`src/rtl/idu32_pkg.sv`:
```
// idu32_pkg: shared definitions for the IDU32 decode/issue controller.
//   - RV32 opcode constants used for hazard classification and decoding
//   - one-hot instruction-type bit indices (R I S B U J)
//   - controller state enum
//   - decoded-instruction record and the combinational IDU32 decoder
package idu32_pkg;

    localparam int XLEN    = 32;
    localparam int REG_NUM = 32;
    localparam int ITYPE_W = 6;

    localparam logic [6:0] OP_R_ALU  = 7'b0110011;
    localparam logic [6:0] OP_I_ALU  = 7'b0010011;
    localparam logic [6:0] OP_LOAD   = 7'b0000011;
    localparam logic [6:0] OP_JALR   = 7'b1100111;
    localparam logic [6:0] OP_ENV    = 7'b1110011;
    localparam logic [6:0] OP_STORE  = 7'b0100011;
    localparam logic [6:0] OP_BRANCH = 7'b1100011;
    localparam logic [6:0] OP_LUI    = 7'b0110111;
    localparam logic [6:0] OP_AUIPC  = 7'b0010111;
    localparam logic [6:0] OP_JAL    = 7'b1101111;

    localparam int ITYPE_R = 5;
    localparam int ITYPE_I = 4;
    localparam int ITYPE_S = 3;
    localparam int ITYPE_B = 2;
    localparam int ITYPE_U = 1;
    localparam int ITYPE_J = 0;

    typedef enum logic {
        RUN      = 1'b0,
        ENV_WAIT = 1'b1
    } state_t;

    typedef struct packed {
        logic               d0en;
        logic               s1en;
        logic               s2en;
        logic [XLEN-1:0]    d0imm;
        logic [XLEN-1:0]    s1;
        logic [XLEN-1:0]    s2imm;
        logic [9:0]         fun;
        logic [ITYPE_W-1:0] itype;
    } dec_t;

    // Hazard classes come straight from the opcode, independent of the
    // decoder enables (ENV is I-type to the decoder but reads nothing here).
    function automatic logic op_uses_rs1(input logic [6:0] op);
        return (op == OP_R_ALU) || (op == OP_I_ALU) || (op == OP_LOAD) ||
               (op == OP_JALR)  || (op == OP_STORE) || (op == OP_BRANCH);
    endfunction

    function automatic logic op_uses_rs2(input logic [6:0] op);
        return (op == OP_R_ALU) || (op == OP_STORE) || (op == OP_BRANCH);
    endfunction

    function automatic logic op_has_rd(input logic [6:0] op);
        return (op == OP_R_ALU) || (op == OP_I_ALU) || (op == OP_LOAD) ||
               (op == OP_JALR)  || (op == OP_LUI)   || (op == OP_AUIPC) ||
               (op == OP_JAL);
    endfunction

    // IDU32 decoder. d0imm carries rd for writers and the store/branch
    // offset otherwise; s2imm carries rs2 for R/S/B and the immediate for I/U/J.
    function automatic dec_t idu32_decode(input logic [31:0] inst);
        dec_t            d;
        logic [XLEN-1:0] imm_i, imm_s, imm_b, imm_u, imm_j;
        logic [XLEN-1:0] rd_z, rs1_z, rs2_z;
        imm_i = {{20{inst[31]}}, inst[31:20]};
        imm_s = {{20{inst[31]}}, inst[31:25], inst[11:7]};
        imm_b = {{19{inst[31]}}, inst[31], inst[7], inst[30:25], inst[11:8], 1'b0};
        imm_u = {inst[31:12], 12'b0};
        imm_j = {{11{inst[31]}}, inst[31], inst[19:12], inst[20], inst[30:21], 1'b0};
        rd_z  = {27'b0, inst[11:7]};
        rs1_z = {27'b0, inst[19:15]};
        rs2_z = {27'b0, inst[24:20]};
        d = '0;
        case (inst[6:0])
            OP_R_ALU:                          d.itype[ITYPE_R] = 1'b1;
            OP_I_ALU, OP_LOAD, OP_JALR, OP_ENV: d.itype[ITYPE_I] = 1'b1;
            OP_STORE:                          d.itype[ITYPE_S] = 1'b1;
            OP_BRANCH:                         d.itype[ITYPE_B] = 1'b1;
            OP_LUI, OP_AUIPC:                  d.itype[ITYPE_U] = 1'b1;
            OP_JAL:                            d.itype[ITYPE_J] = 1'b1;
            default:                           d.itype = '0;
        endcase
        d.fun  = {inst[14:12], inst[31:25]};
        d.d0en = d.itype[ITYPE_R] | d.itype[ITYPE_I] | d.itype[ITYPE_U] | d.itype[ITYPE_J];
        d.s1en = d.itype[ITYPE_R] | d.itype[ITYPE_I] | d.itype[ITYPE_S] | d.itype[ITYPE_B];
        d.s2en = d.itype[ITYPE_R] | d.itype[ITYPE_S] | d.itype[ITYPE_B];
        if (d.d0en)                  d.d0imm = rd_z;
        else if (d.itype[ITYPE_S])   d.d0imm = imm_s;
        else if (d.itype[ITYPE_B])   d.d0imm = imm_b;
        d.s1 = d.s1en ? rs1_z : '0;
        if (d.s2en)                  d.s2imm = rs2_z;
        else if (d.itype[ITYPE_I])   d.s2imm = imm_i;
        else if (d.itype[ITYPE_U])   d.s2imm = imm_u;
        else if (d.itype[ITYPE_J])   d.s2imm = imm_j;
        return d;
    endfunction

endpackage

```
`src/rtl/idu32_scoreboard.sv`:
```
// idu32_scoreboard: 32-entry busy-bit register scoreboard.
// Optional macro: IDU_ISSUE_WB_BYPASS_EN -- the retiring register is seen as
// free on the read ports and for env_clear in the writeback cycle itself.
// Ports:
//   clk, rst_n            clock, async active-low reset
//   set_en, set_rd        mark a register busy (issue of a writer)
//   clr_en, clr_rd        retire a register (writeback)
//   rs1, rs2, rd          read addresses
//   rs1_busy, rs2_busy, rd_busy   busy flags for the read addresses
//   env_clear             no register busy as seen by the hazard logic
//   empty                 registered busy vector is all zero
module idu32_scoreboard
    import idu32_pkg::*;
(
    input  logic       clk,
    input  logic       rst_n,
    input  logic       set_en,
    input  logic [4:0] set_rd,
    input  logic       clr_en,
    input  logic [4:0] clr_rd,
    input  logic [4:0] rs1,
    input  logic [4:0] rs2,
    input  logic [4:0] rd,
    output logic       rs1_busy,
    output logic       rs2_busy,
    output logic       rd_busy,
    output logic       env_clear,
    output logic       empty
);

    logic [REG_NUM-1:0] busy;
    logic [REG_NUM-1:0] set_mask;
    logic [REG_NUM-1:0] clr_mask;
    logic [REG_NUM-1:0] byp_mask;
    logic [REG_NUM-1:0] view;

    // Bit 0 is masked out of both masks so x0 can never become busy.
    always_comb begin
        set_mask = '0;
        clr_mask = '0;
        if (set_en) set_mask[set_rd] = 1'b1;
        if (clr_en) clr_mask[clr_rd] = 1'b1;
        set_mask[0] = 1'b0;
        clr_mask[0] = 1'b0;
    end

    // Set is ORed after the clear: a new producer issuing in the same cycle
    // an older write retires keeps the register busy.
    always_ff @(posedge clk or negedge rst_n) begin
        if (!rst_n) busy <= '0;
        else        busy <= (busy & ~clr_mask) | set_mask;
    end

`ifdef IDU_ISSUE_WB_BYPASS_EN
    assign byp_mask = clr_mask;
`else
    assign byp_mask = '0;
`endif

    assign view      = busy & ~byp_mask;
    assign rs1_busy  = view[rs1];
    assign rs2_busy  = view[rs2];
    assign rd_busy   = view[rd];
    assign env_clear = (view == '0);
    assign empty     = (busy == '0);

endmodule

```
`src/rtl/idu32_issue_ctrl.sv`:
```
// idu32_issue_ctrl: RV32 decode/issue controller between IFU and EXU.
// Holds one instruction in decode register D, decodes it with IDU32, checks
// RAW/WAW hazards against the scoreboard and moves it to issue register E.
// ENV instructions issue only with an empty scoreboard and block fetch until
// env_done.
// Optional macro: IDU_ISSUE_WB_BYPASS_EN (writeback bypass into hazard check).
// Ports:
//   clk, rst_n                        clock, async active-low reset
//   if_valid/if_ready/if_inst/if_pc   fetch handshake and payload
//   ex_valid/ex_ready                 issue handshake
//   ex_pc, ex_d0en, ex_s1en, ex_s2en, ex_d0imm, ex_s1, ex_s2imm,
//   ex_fun, ex_itype                  registered decoder outputs
//   wb_valid, wb_rd                   register retirement
//   flush                             kill D and E, return to RUN
//   env_done                          EXU completed the ENV instruction
//   sb_empty                          no register busy
//
// state    | meaning
// RUN      | normal fetch/issue
// ENV_WAIT | ENV issued, fetch blocked until env_done or flush
module idu32_issue_ctrl
    import idu32_pkg::*;
#(
    parameter int WIDTH    = 32,
    parameter int INST_MAX = 32
) (
    input  logic                clk,
    input  logic                rst_n,
    input  logic                if_valid,
    output logic                if_ready,
    input  logic [INST_MAX-1:0] if_inst,
    input  logic [WIDTH-1:0]    if_pc,
    output logic                ex_valid,
    input  logic                ex_ready,
    output logic [WIDTH-1:0]    ex_pc,
    output logic                ex_d0en,
    output logic                ex_s1en,
    output logic                ex_s2en,
    output logic [WIDTH-1:0]    ex_d0imm,
    output logic [WIDTH-1:0]    ex_s1,
    output logic [WIDTH-1:0]    ex_s2imm,
    output logic [9:0]          ex_fun,
    output logic [5:0]          ex_itype,
    input  logic                wb_valid,
    input  logic [4:0]          wb_rd,
    input  logic                flush,
    input  logic                env_done,
    output logic                sb_empty
);

    state_t              state, state_nx;
    logic                run_mode;
    logic                d_valid;
    logic [INST_MAX-1:0] d_inst;
    logic [WIDTH-1:0]    d_pc;
    dec_t                dec;
    logic [6:0]          opcode;
    logic [4:0]          rs1, rs2, rd;
    logic                uses_rs1, uses_rs2, writes_rd, is_env;
    logic                rs1_busy, rs2_busy, rd_busy, env_clear;
    logic                hazard, env_ok, issue, fetch;

    assign dec       = idu32_decode(d_inst[31:0]);
    assign opcode    = d_inst[6:0];
    assign rd        = d_inst[11:7];
    assign rs1       = d_inst[19:15];
    assign rs2       = d_inst[24:20];
    assign uses_rs1  = op_uses_rs1(opcode);
    assign uses_rs2  = op_uses_rs2(opcode);
    assign writes_rd = op_has_rd(opcode) && (rd != 5'd0);
    assign is_env    = (opcode == OP_ENV);

    idu32_scoreboard u_sb (
        .clk       (clk),
        .rst_n     (rst_n),
        .set_en    (issue & writes_rd),
        .set_rd    (rd),
        .clr_en    (wb_valid),
        .clr_rd    (wb_rd),
        .rs1       (rs1),
        .rs2       (rs2),
        .rd        (rd),
        .rs1_busy  (rs1_busy),
        .rs2_busy  (rs2_busy),
        .rd_busy   (rd_busy),
        .env_clear (env_clear),
        .empty     (sb_empty)
    );

    assign hazard = (uses_rs1 & rs1_busy) | (uses_rs2 & rs2_busy) | (writes_rd & rd_busy);
    assign env_ok = ~is_env | env_clear;
    assign issue  = d_valid & ~hazard & env_ok & (~ex_valid | ex_ready) & ~flush;
    assign fetch  = if_valid & if_ready;

    always_ff @(posedge clk or negedge rst_n) begin
        if (!rst_n) state <= RUN;
        else        state <= state_nx;
    end

    always_comb begin
        state_nx = state;
        case (state)
            RUN:      if (issue && is_env)     state_nx = ENV_WAIT;
            ENV_WAIT: if (env_done || flush)   state_nx = RUN;
            default:                           state_nx = RUN;
        endcase
    end

    always_comb begin
        run_mode = (state == RUN);
        if_ready = run_mode & ~flush & (~d_valid | issue);
    end

    always_ff @(posedge clk or negedge rst_n) begin
        if (!rst_n) begin
            d_valid <= 1'b0;
            d_inst  <= '0;
            d_pc    <= '0;
        end else if (flush) begin
            d_valid <= 1'b0;
        end else if (fetch) begin
            d_valid <= 1'b1;
            d_inst  <= if_inst;
            d_pc    <= if_pc;
        end else if (issue) begin
            d_valid <= 1'b0;
        end
    end

    // Fields only load on issue, so they hold while ex_valid & ~ex_ready.
    always_ff @(posedge clk or negedge rst_n) begin
        if (!rst_n) begin
            ex_valid <= 1'b0;
            ex_pc    <= '0;
            ex_d0en  <= 1'b0;
            ex_s1en  <= 1'b0;
            ex_s2en  <= 1'b0;
            ex_d0imm <= '0;
            ex_s1    <= '0;
            ex_s2imm <= '0;
            ex_fun   <= '0;
            ex_itype <= '0;
        end else if (flush) begin
            ex_valid <= 1'b0;
        end else if (issue) begin
            ex_valid <= 1'b1;
            ex_pc    <= d_pc;
            ex_d0en  <= dec.d0en;
            ex_s1en  <= dec.s1en;
            ex_s2en  <= dec.s2en;
            ex_d0imm <= WIDTH'(dec.d0imm);
            ex_s1    <= WIDTH'(dec.s1);
            ex_s2imm <= WIDTH'(dec.s2imm);
            ex_fun   <= dec.fun;
            ex_itype <= dec.itype;
        end else if (ex_ready) begin
            ex_valid <= 1'b0;
        end
    end

endmodule

```
`config.mk`:
```
export PLATFORM = sky130hd
export DESIGN_NAME = idu32_issue_ctrl
export DESIGN_NICKNAME = d
export VERILOG_FILES = /design/src/rtl/idu32_pkg.sv /design/src/rtl/idu32_scoreboard.sv /design/src/rtl/idu32_issue_ctrl.sv
export SDC_FILE = /design/constraint.sdc
export NUM_CORES = 1
export LEC_CHECK = 0
export BUFFER_PORTS_ARGS = -buffer_cell sky130_fd_sc_hd__buf_2
export CAP_MARGIN = 20
export CORE_ASPECT_RATIO = 0.7
export CORE_MARGIN = 2
export CORE_UTILIZATION = 54
export DETAILED_ROUTE_END_ITERATION = 10
export GPL_TIMING_DRIVEN = 0
export PLACE_DENSITY = 0.83
export SETUP_SLACK_MARGIN = 0.02
export SYNTH_ARGS = -nofsm -noshare
export SYNTH_HDL_FRONTEND = slang
export SYNTH_SLANG_ARGS = --single-unit
```
`constraint.sdc`:
```
create_clock -name clk -period 3 [get_ports clk]
set_input_delay 0 -clock clk [delete_from_list [all_inputs] [get_ports clk]]
set_output_delay 0 -clock clk [all_outputs]
set_load 0.01 [all_outputs]
```
==> report_table.html <==
<table>
<tr><th>Metric</th><th>Value</th></tr>
<tr><th colspan="2">Outcome</th></tr>
<tr><td>Status</td><td>completed</td></tr>
<tr><th colspan="2">Worst hold path</th></tr>
<tr><td>Hold Crit Class</td><td>primary input to flip-flop</td></tr>
<tr><td>Instance count along the most critical hold path</td><td>3</td></tr>
<tr><td>Hold_sp</td><td>ex_ready</td></tr>
<tr><td>Hold endpoint</td><td>ex_valid</td></tr>
<tr><th colspan="2">Critical path</th></tr>
<tr><td>Peak per-stage delay on the critical path</td><td>420 ps</td></tr>
<tr><td>Cells traversed along the worst timing path</td><td>mux2_2, a221o_1, a31oi_4, a2111oi_4, a21oi_4, buf_6, buf_4, nand3_1, a21boi_1, buf_2</td></tr>
<tr><td>WP data arrival</td><td>2880 ps</td></tr>
<tr><td>Worst reg2reg path startpoint</td><td>d_inst[8]</td></tr>
<tr><td>Critical path type</td><td>flip-flop to output pin</td></tr>
<tr><td>Startpoint type of the worst setup path</td><td>flip-flop</td></tr>
<tr><td>FF-to-FF path depth</td><td>11</td></tr>
<tr><td>Reg2reg end</td><td>d_inst[20]</td></tr>
<tr><td>Worst-path cell with the longest stage delay</td><td>sky130_fd_sc_hd__dfrtp_2</td></tr>
<tr><td>CP Max Fanout</td><td>5</td></tr>
<tr><td>Worst setup EP type</td><td>output pin</td></tr>
<tr><td>Required time of the critical path</td><td>3000 ps</td></tr>
<tr><td>Slack of the worst reg-to-reg path</td><td>140 ps</td></tr>
<tr><th colspan="2">Floorplanning</th></tr>
<tr><td>Die extent in x</td><td>165 um</td></tr>
<tr><td>Vert. Die Dim</td><td>117 um</td></tr>
<tr><td>Top-Level Pins</td><td>226</td></tr>
<tr><td>Core Region</td><td>17900 sq um</td></tr>
<tr><td>Initial core utilization</td><td>54.8%</td></tr>
<tr><td>Full die area</td><td>19300 sq um</td></tr>
<tr><td>Number of rows in the core area</td><td>41</td></tr>
<tr><th colspan="2">Timing</th></tr>
<tr><td>Min Tclk post-route</td><td>2880 ps</td></tr>
<tr><td>Tightest hold margin</td><td>33.9 ps</td></tr>
<tr><td>Worst-Margin Slew</td><td>777 ps</td></tr>
<tr><td>Slew Limit Fails</td><td>0</td></tr>
<tr><td># setup viols final</td><td>0</td></tr>
<tr><td>Setup repair after global routing missed its margin</td><td>no</td></tr>
<tr><td>Worst Clk Skew</td><td>13.1 ps</td></tr>
<tr><td>Setup slack of the critical path after layout</td><td>120 ps</td></tr>
<tr><td>Tcrit/Tclk final</td><td>96.0%</td></tr>
<tr><td>Relative slew slack</td><td>48.2%</td></tr>
<tr><td>Final count of hold timing violations</td><td>0</td></tr>
<tr><td>Timing-limited maximum frequency</td><td>347 MHz</td></tr>
<tr><th colspan="2">Route</th></tr>
<tr><td>Count of routing violations after the opening detailed-route iteration</td><td>631</td></tr>
<tr><td>Routed len/inst</td><td>19.4 um</td></tr>
<tr><td>Count of nets left with antenna violations after detail routing</td><td>0</td></tr>
<tr><td>DR pass1 iterations</td><td>5</td></tr>
<tr><td>Overall routed net length</td><td>26.6 mm</td></tr>
<tr><td>Total DRC errors in the routed layout</td><td>0</td></tr>
<tr><td>Detailed-route via count</td><td>7597</td></tr>
<tr><td>Per-cell via count in the routed design</td><td>5.55</td></tr>
<tr><th colspan="2">Synth</th></tr>
<tr><td>Post-synth ARST share</td><td>100%</td></tr>
<tr><td>Syn. warnings</td><td>0</td></tr>
<tr><td>Cells after Synth</td><td>805</td></tr>
<tr><td>Mean instance size in the synthesized netlist</td><td>12.2 sq um</td></tr>
<tr><td>Sequential cell area fraction in the yosys report</td><td>50.8%</td></tr>
<tr><td>Yosys reg bits</td><td>199</td></tr>
<tr><td>Largest cells by area after synthesis</td><td>sky130_fd_sc_hd__dfrtp_1 (51%), sky130_fd_sc_hd__mux2_2 (8.6%), sky130_fd_sc_hd__mux2_1 (7.0%)</td></tr>
<tr><td>Number of distinct library cells after synthesis</td><td>54</td></tr>
<tr><td>Cell accounting for the most synthesized area</td><td>sky130_fd_sc_hd__dfrtp_1</td></tr>
<tr><td>Predominant post-synthesis flop cell</td><td>sky130_fd_sc_hd__dfrtp_1</td></tr>
<tr><td>Total standard cell area after synthesis</td><td>9810 sq um</td></tr>
<tr><td>Count of flip-flops with a built-in enable after synthesis</td><td>0</td></tr>
<tr><td>Portion of synthesized cell area occupied by the leading cell type</td><td>50.8%</td></tr>
<tr><th colspan="2">Layout</th></tr>
<tr><td>Total of fill cells in the finished design</td><td>1286</td></tr>
<tr><td>Share of post-route cells with drive strength above 1</td><td>38.7%</td></tr>
<tr><td>Commonest non-fill, non-tap cell in the layout</td><td>sky130_fd_sc_hd__buf_2</td></tr>
<tr><td>Number of diodes added for antenna fixing</td><td>0</td></tr>
<tr><td>Layout area overhead</td><td>29.4%</td></tr>
<tr><td>Final core utilization</td><td>70.9%</td></tr>
<tr><td>Highest-count cells in the layout ignoring fill and taps</td><td>sky130_fd_sc_hd__buf_2 (209), sky130_fd_sc_hd__dfrtp_1 (196), sky130_fd_sc_hd__mux2_2 (75)</td></tr>
<tr><td>Final net count</td><td>1196</td></tr>
<tr><td>Non-Filler Cell Area, Final</td><td>12700 sq um</td></tr>
<tr><th colspan="2">Clocking</th></tr>
<tr><td>Clock Tree Buf Depth</td><td>2</td></tr>
<tr><td>Clk Tree Root Cell</td><td>sky130_fd_sc_hd__clkbuf_16</td></tr>
<tr><td>Clock-pin slew reported for the worst setup and hold paths after clock tree synthesis</td><td>80 ps</td></tr>
<tr><td>CTS tree</td><td>built</td></tr>
<tr><td>Number of CTS-inserted buffers</td><td>17</td></tr>
<tr><td>Clock tree sinks</td><td>199</td></tr>
<tr><td>Maximum level of the CTS H-tree</td><td>4</td></tr>
<tr><td>Clock latency on the worst-skew pair</td><td>440 ps</td></tr>
<tr><th colspan="2">Pwr</th></tr>
<tr><td>Power density relative to cell area</td><td>869 nW/um^2</td></tr>
<tr><td>Peak supply drop</td><td>0.000505 V</td></tr>
<tr><td>Pleak</td><td>6.26 nW</td></tr>
<tr><th colspan="2">Global routing</th></tr>
<tr><td>Aggregate global routing overflow</td><td>0</td></tr>
<tr><td>Number of global-route vias before repair</td><td>7597</td></tr>
<tr><td>Antenna violations before repair</td><td>0</td></tr>
<tr><td>Pin count of the biggest net entering global routing</td><td>102</td></tr>
<tr><td>First-pass GRT wire length</td><td>41.0 mm</td></tr>
<tr><td>GRT Overall Usage</td><td>28.0%</td></tr>
<tr><th colspan="2">Placement</th></tr>
<tr><td>Setup WS pre-CTS</td><td>-241 ps</td></tr>
<tr><td>Routability congestion estimate</td><td>0.944</td></tr>
<tr><td>Post-DP HPWL</td><td>18.2 mm</td></tr>
<tr><td>Standard cell area after detailed placement</td><td>11200 sq um</td></tr>
<tr><td>Number of buffer cells added on primary ports</td><td>198</td></tr>
<tr><th colspan="2">Run</th></tr>
<tr><td>Maxcap violations</td><td>0</td></tr>
</table>
[where the power goes]
group          switching (mW)  internal (mW)  total (mW)
Sequential              0.759           3.66        4.41
Clock                    1.11           1.21        2.32
Combinational            2.30           2.00        4.30
[sequential cells by signal, indices dropped and copies added (netlist names)]
signal	flops
ex_pc	32
state	1
ex_valid	1
ex_d0imm	13
ex_s1	5
u_sb.busy	31
ex_s1en	1
ex_d0en	1
ex_itype	6
ex_s2en	1
ex_fun	10
ex_s2imm	32
d_inst	32
d_valid	1
d_pc	32
[worst max-delay path by stage]
stage                           from         end  slack, ps  cells after the start
after floorplan           d_inst[20]   d_inst[6]        450                     10
after global placement         rst_n    d_pc[23]      -1360                      1
after detailed placement   d_inst[2]  d_inst[12]       -240                     10
after CTS                 d_inst[20]  d_inst[12]         20                     10
after global routing      d_inst[17]    if_ready         20                     10
final                     d_inst[15]    if_ready        120                     10
[metal layers]
metal,part of all wire (%),track usage [%]
met2,46,43.4
met5,0,0
met1,44,38.6
met3,8.9,8.03
met4,1.8,9.04
[stage by stage]
stage | power [mW] | TNS, ps | cells
2_1_floorplan | 6.91 | 0 | 831
3_3_place_gp | 8.26 | -280550 | 1265
3_5_place_dp | 8.43 | -20730 | 1266
4_1_cts | 10.9 | 0 | 1369
5_1_grt | 11.7 | 0 | 1369
6_report | 11.0 | 0 | 1369
[what timing repair did]
item                       4_1_cts  5_1_grt
buffers inserted                 3        2
hold endpoints to repair       166        0
hold buffers                    68        0
gates resized for setup         11       23
pin swaps                        0        4
setup endpoints to repair      197      128
[area by class of cell]
type                            instances  area, sq um  share of cell area, %
Clock inverter                         14          156                   1.23
Sequential cell                       199         4980                   39.3
Clock buffer                           18          439                   3.46
Tap cell                              236          295                   2.33
Inverter                               40          150                   1.18
Buffer                                 90          664                   5.23
Timing Repair Buffer                  272         1750                   13.8
Multi-Input combinational cell        500         4260                   33.5
[synth_stat cells (2+ instances only)]
library cell,instances
sky130_fd_sc_hd__mux4_2,10
sky130_fd_sc_hd__mux2i_1,59
sky130_fd_sc_hd__buf_1,3
sky130_fd_sc_hd__nand4_1,4
sky130_fd_sc_hd__a22oi_1,3
sky130_fd_sc_hd__nor2_1,13
sky130_fd_sc_hd__and2_1,2
sky130_fd_sc_hd__buf_6,10
sky130_fd_sc_hd__mux2_1,61
sky130_fd_sc_hd__or3_1,4
sky130_fd_sc_hd__nand2b_1,9
sky130_fd_sc_hd__clkbuf_1,10
sky130_fd_sc_hd__nor3_1,7
sky130_fd_sc_hd__o21ai_0,57
sky130_fd_sc_hd__buf_2,16
sky130_fd_sc_hd__nand4b_1,2
sky130_fd_sc_hd__inv_1,40
sky130_fd_sc_hd__o41ai_1,17
sky130_fd_sc_hd__o22ai_1,3
sky130_fd_sc_hd__a21oi_1,22
sky130_fd_sc_hd__dfrtp_1,199
sky130_fd_sc_hd__or3b_2,5
sky130_fd_sc_hd__buf_4,53
sky130_fd_sc_hd__nand2_1,46
sky130_fd_sc_hd__a211oi_1,3
sky130_fd_sc_hd__nand3b_1,10
sky130_fd_sc_hd__a31oi_1,2
sky130_fd_sc_hd__nor2b_1,6
sky130_fd_sc_hd__mux2_2,75
sky130_fd_sc_hd__o41ai_2,14
sky130_fd_sc_hd__nand3_1,10
sky130_fd_sc_hd__nor3b_1,2
sky130_fd_sc_hd__nor4_1,7
[cell families after synthesis]
group                     Yosys count  synth area share, %
muxes                             205                 23.9
other                               1               0.0382
buffers and inverters             132                 8.05
AOI/OAI and AO/OA                 133                 9.79
and+or+nand+nor                   134                 7.36
DFF                               199                 50.8
xor gates and xnor gates            1               0.0893
[worst max-delay path, delay by kind of cell (launching register included)]
| family | cells | cell delay, ps |
|---|---|---|
| DFF | 1 | 420 |
| AOI/OAI and AO/OA | 5 | 1160 |
| and+or+nand+nor | 1 | 100 |
| muxes | 1 | 360 |
| buffers and inverters | 3 | 410 |
(Power assumes the default switching activity.)
